[src/rtl/issueq_int.sv]
// Integer issue queue: compacting array of dispatched ops with CDB wakeup and oldest-ready select.
// Optional feature macro: ISSUEQ_BRANCH_FLUSH_EN (taken branch on the CDB empties the queue).
module issueq_int #(
    parameter int DEPTH  = 8,
    parameter int TAG_W  = 6,
    parameter int DATA_W = 32,
    parameter int OPC_W  = 6
) (
    input  logic                       clk,
    input  logic                       reset,
    input  logic                       disp_en,
    input  logic [OPC_W-1:0]           disp_opcode,
    input  logic [DATA_W-1:0]          disp_rsdata,
    input  logic [DATA_W-1:0]          disp_rtdata,
    input  logic [TAG_W-1:0]           disp_rstag,
    input  logic [TAG_W-1:0]           disp_rttag,
    input  logic                       disp_rsvalid,
    input  logic                       disp_rtvalid,
    input  logic [TAG_W-1:0]           disp_rdtag,
    output logic                       issueq_full,
    output logic [$clog2(DEPTH):0]     issueq_count,
    input  logic                       cdb_valid,
    input  logic [TAG_W-1:0]           cdb_tagout,
    input  logic [DATA_W-1:0]          cdb_out,
    input  logic                       cdb_branch,
    input  logic                       cdb_branch_taken,
    output logic                       issueint_ready,
    output logic [OPC_W-1:0]           issueint_opcode,
    output logic [DATA_W-1:0]          issueint_rsdata,
    output logic [DATA_W-1:0]          issueint_rtdata,
    output logic [TAG_W-1:0]           issueint_rdtag,
    input  logic                       issueint_equeueint_done
);

    localparam int IDX_W = $clog2(DEPTH);
    localparam int CNT_W = IDX_W + 1;

    typedef struct packed {
        logic              valid;
        logic [OPC_W-1:0]  opcode;
        logic [DATA_W-1:0] rs_data;
        logic [TAG_W-1:0]  rs_tag;
        logic              rs_rdy;
        logic [DATA_W-1:0] rt_data;
        logic [TAG_W-1:0]  rt_tag;
        logic              rt_rdy;
        logic [TAG_W-1:0]  rd_tag;
    } entry_t;

    entry_t           q      [DEPTH];
    entry_t           q_nxt  [DEPTH];
    entry_t           q_ext  [DEPTH+1];
    entry_t           new_entry;
    logic [CNT_W-1:0] count_q;
    logic [CNT_W-1:0] count_nxt;
    logic [CNT_W-1:0] wr_idx;
    logic [IDX_W-1:0] sel_idx;
    logic             sel_found;
    logic             flush;
    logic             remove;
    logic             accept;
    logic             snoop_rs;
    logic             snoop_rt;

`ifdef ISSUEQ_BRANCH_FLUSH_EN
    assign flush = cdb_valid & cdb_branch & cdb_branch_taken;
`else
    assign flush = 1'b0;
    wire unused_branch = &{1'b0, cdb_branch, cdb_branch_taken};
`endif

    // Capture a CDB broadcast into any operand still waiting on that tag.
    function automatic entry_t wake(input entry_t e);
        entry_t r;
        r = e;
        if (cdb_valid && e.valid && !e.rs_rdy && e.rs_tag == cdb_tagout) begin
            r.rs_data = cdb_out;
            r.rs_rdy  = 1'b1;
        end
        if (cdb_valid && e.valid && !e.rt_rdy && e.rt_tag == cdb_tagout) begin
            r.rt_data = cdb_out;
            r.rt_rdy  = 1'b1;
        end
        return r;
    endfunction

    always_comb begin
        sel_found = 1'b0;
        sel_idx   = '0;
        for (int i = DEPTH - 1; i >= 0; i--) begin
            if (q[i].valid && q[i].rs_rdy && q[i].rt_rdy) begin
                sel_found = 1'b1;
                sel_idx   = IDX_W'(i);
            end
        end
    end

    assign issueint_ready  = sel_found;
    assign issueint_opcode = sel_found ? q[sel_idx].opcode  : '0;
    assign issueint_rsdata = sel_found ? q[sel_idx].rs_data : '0;
    assign issueint_rtdata = sel_found ? q[sel_idx].rt_data : '0;
    assign issueint_rdtag  = sel_found ? q[sel_idx].rd_tag  : '0;

    assign issueq_full  = (count_q == CNT_W'(DEPTH));
    assign issueq_count = count_q;
    assign remove       = issueint_equeueint_done & sel_found & ~flush;
    assign accept       = disp_en & ~issueq_full & ~flush;
    assign snoop_rs     = cdb_valid & ~disp_rsvalid & (cdb_tagout == disp_rstag);
    assign snoop_rt     = cdb_valid & ~disp_rtvalid & (cdb_tagout == disp_rttag);
    assign wr_idx       = count_q - CNT_W'(remove);

    always_comb begin
        new_entry         = '0;
        new_entry.valid   = 1'b1;
        new_entry.opcode  = disp_opcode;
        new_entry.rs_tag  = disp_rstag;
        new_entry.rt_tag  = disp_rttag;
        new_entry.rd_tag  = disp_rdtag;
        new_entry.rs_rdy  = disp_rsvalid | snoop_rs;
        new_entry.rt_rdy  = disp_rtvalid | snoop_rt;
        new_entry.rs_data = disp_rsvalid ? disp_rsdata : (snoop_rs ? cdb_out : '0);
        new_entry.rt_data = disp_rtvalid ? disp_rtdata : (snoop_rt ? cdb_out : '0);
    end

    // Entries at or above the removed slot pull from the next index; q_ext pads the top with an empty slot.
    always_comb begin
        for (int i = 0; i < DEPTH; i++) begin
            q_ext[i] = q[i];
        end
        q_ext[DEPTH] = '0;
        for (int i = 0; i < DEPTH; i++) begin
            q_nxt[i] = '0;
            if (!flush) begin
                if (remove && i >= int'(sel_idx)) begin
                    q_nxt[i] = wake(q_ext[i+1]);
                end else begin
                    q_nxt[i] = wake(q_ext[i]);
                end
                if (accept && CNT_W'(i) == wr_idx) begin
                    q_nxt[i] = new_entry;
                end
            end
        end
        if (flush) begin
            count_nxt = '0;
        end else begin
            count_nxt = count_q + CNT_W'(accept) - CNT_W'(remove);
        end
    end

    always_ff @(posedge clk or negedge reset) begin
        if (!reset) begin
            count_q <= '0;
            for (int i = 0; i < DEPTH; i++) begin
                q[i] <= '0;
            end
        end else begin
            count_q <= count_nxt;
            for (int i = 0; i < DEPTH; i++) begin
                q[i] <= q_nxt[i];
            end
        end
    end

endmodule

[config.mk]
export PLATFORM = sky130hd
export DESIGN_NAME = issueq_int
export DESIGN_NICKNAME = d
export VERILOG_FILES = /design/src/rtl/issueq_int.sv
export SDC_FILE = /design/constraint.sdc
export NUM_CORES = 2
export LEC_CHECK = 0
export CORE_ASPECT_RATIO = 0.9
export CORE_MARGIN = 2
export CORE_UTILIZATION = 37
export DETAILED_ROUTE_END_ITERATION = 16
export DONT_BUFFER_PORTS = 1
export GPL_ROUTABILITY_DRIVEN = 0
export HOLD_SLACK_MARGIN = 0.15
export PLACE_DENSITY = 0.47
export SLEW_MARGIN = 40
export SYNTH_ARGS = -nofsm -noshare
export SYNTH_HDL_FRONTEND = slang
export SYNTH_SLANG_ARGS = --single-unit
[constraint.sdc]
create_clock -name clk -period 4.27 [get_ports clk]
set_clock_uncertainty 0.05 [all_clocks]
set_input_delay 0.6405 -clock clk [delete_from_list [all_inputs] [get_ports clk]]
set_output_delay 0.6405 -clock clk [all_outputs]
set_load 0.005 [all_outputs]
==> flow_metrics.tcl <==
set metrics [dict create \
    yosysWarnings 0 \
    syn_to_final_growth_pct 12.8 \
    cts_tree "built" \
    p_switching_mw 19.2 \
    die_y_microns 335 \
    grt_pass1_wl_mm 270 \
    synth-main-ff-cell "dfrtp_1" \
    routed_via_density 6.04 \
    place_hpwl_mm 103 \
    antenna_found_initial 7 \
    setup_viol 0 \
    avgRoutedWirePerCell_microns 30.0 \
    required_ps 3580 \
    grt_pass1_vias 37000 \
    relSlewSlack_pct 39.4 \
    max_cap_violations 0 \
    clkLatencyLatePin_ps 710 \
    drive_gt1_share_pct 17.8 \
    finalHoldViolCount 0 \
    ioPinCount 217 \
    synth_common_cells "732 x dfrtp_1, 640 x nand2_1, 607 x mux2i_1" \
    syn_nets 4799 \
    period_needed_ps 4210 \
    drt_first_pass_iters 6 \
    hold_ws_ps 201 \
    dr_total_vias 37100 \
    outcome "completed" \
    cts_made_buffers 89 \
    cp.arrival_ps 3520 \
    io_buffers 0 \
    drc_errors 0 \
    htree_levels 3 \
    antenna_left 0 \
    synth_top_cell_area_share_pct 40.6 \
    fin_util_pct 42.1 \
    end_kind "output port" \
    yosysMostFrequentCell "dfrtp_1" \
    p_sw_share_pct 43.9 \
    final.period_utilization_pct 98.6 \
    rsz0062_at_grt "true" \
    cp-start-kind "flop" \
    synth_edf_count 0 \
    clock_power_share_pct 18.3 \
    yosys.area.top_type "dfrtp_1" \
    clockBufferDepth 3 \
    num_rows 121 \
    intPower_mw 24.6 \
    worst_slew_pin_slew_ps 908 \
    start_util_pct 37.3 \
    p_leak_nw 23.0 \
    synth_cell_types 74 \
    p_per_area_mw_per_mm2 861 \
    slew_violations 0 \
    die_w_microns 372 \
    power_frac_seq_pct 27.9 \
    crit_type "flop to output port" \
    yosysSeqAreaShare_pct 40.6 \
    grt_overflow 0 \
    grt_start_max_net_pins 143 \
    timing.fmax_ghz 0.237 \
    numClockSinks 732 \
    grt_usage_pct 29.3 \
    syn-mean-instance-area_sq_um 9.69 \
    vdd_drop_max_mv 0.825 \
    cts-root-buf "clkbuf_16" \
    clk_pin_slew_worst_paths_ps 60 \
    fp.dieArea_sq_mm 0.125 \
    wirelength_mm 184 \
    synth_top_cells_by_area "dfrtp_1 41%, mux2i_1 13%, mux2_2 10%" \
    hold_class "input port to flop" \
    nets 4613 \
    ys_seq_elements 732 \
    core_sq_mm 0.121 \
    combPwrFrac_pct 53.8 \
    first_iter_violations 3547 \
    async_flop_share_pct 100 \
    syn_inst 4654 \
    tns_ps 0 \
    cp_max_fo 60 \
    syn_area_sq_mm 0.0451 \
]
-- power by group through the flow --
stage               clock [mW]  sequential [mW]  combinational, mW
global placement             0             12.2               22.6
finish                    8.00             12.2               23.6
CTS                       8.14             12.1               23.3
global route              8.40             12.6               25.3
floorplan                    0             11.6               15.6
detailed placement           0             12.2               23.1
-- stage by stage --
stage | total power, mW | setup slack [ps] | instances | cell area, sq um
floorplan | 27.1 | 923 | 4654 | 45100
global route | 46.3 | -21.8 | 6136 | 50900
global placement | 34.8 | 212 | 5895 | 46800
finish | 43.8 | 59.2 | 6137 | 50900
detailed placement | 35.4 | 307 | 5909 | 47100
CTS | 43.6 | 21.0 | 6131 | 50700
-- layout make-up --
cell class	count	area (sq um)
fillers	11600	70100
multi-input cells	3417	24800
flip-flops and latches	732	18300
repair buffers	219	2680
clock buffers	125	2560
well taps	1599	2000
clock inverters	34	422
inverters	9	33.8
diodes	2	5.00
-- cells by family (layout without fill, tap and decap cells) --
family                     after synthesis  in the layout  synth area share [%]
buffers and inverters                  505            387                  5.08
adders and majority gates               10             10                 0.294
DFF                                    732            732                  40.6
and+or+nand+nor                       1018           1018                  9.64
other                                    0              2                     0
muxes                                 1014           1014                  23.6
AOI/OAI and AO/OA                     1264           1264                  18.6
xor gates and xnor gates               111            111                  2.16
-- critical path, stage by stage, from the launching register on --
cell      delay, ps
dfrtp_1         440
and3_1          280
nor2_2           70
buf_4           180
a21oi_4         280
buf_12          390
mux2_2          400
a222oi_1        330
o221ai_1        370
-- final timing paths --
kind | startpoint | to | slack, ps | cells past startpoint
hold / removal | cdb_out[4] | q[693] | 200 | 3
setup / recovery | q[370] | issueint_rtdata[5] | 60 | 8
hold reg to reg | q[709] | q[709] | 440 | 1
max in group asynchronous | reset | q[59] | 780 | 7
min in group asynchronous | reset | q[366] | 720 | 2
setup reg to reg | q[97] | q[76] | 250 | 14
-- sequential cells by signal, summed over array words and instances, names as in the netlist --
register and cells:
issueq_count 4, q 728
-- layer usage --
layer | vias to the layer above | share of wire (%) | global-route usage (%)
met5 | - | 0.029 | 0
met4 | 8 | 2.7 | 7.99
met3 | 292 | 6.6 | 4.89
met2 | 1387 | 46 | 46.8
met1 | 18800 | 45 | 40.9
li1 | 16600 | - | -
-- placed cells by master (no fill, tap or decap), types with 17 or more instances in the layout --
cell,instances
nand2_1,636
dlygate4sd3_1,63
o21ai_1,27
clkbuf_16,89
and2b_1,21
dfrtp_1,732
nand3_1,19
a22o_1,111
xor2_1,56
o21ai_0,425
a211oi_1,65
buf_4,83
o22ai_1,64
o221ai_1,66
nor2_1,191
a222oi_1,75
o31ai_1,64
a21oi_1,214
mux2_2,407
mux2i_1,606
a22o_2,41
buf_12,49
nand3b_1,17
o2bb2ai_1,64
xnor2_1,55
nor3_1,26
nor2b_1,43
clkbuf_8,20
-- timing repair --
| action | 4_1_cts | 5_1_grt |
|---|---|---|
| gates resized for setup | 0 | 11 |
| hold buffers | 63 | 0 |
| endpoints found under the hold margin | 486 | 0 |
| setup endpoints to repair | 0 | 25 |
| setup buffers | 0 | 2 |
Note: power is estimated with default switching activity, not from simulation.
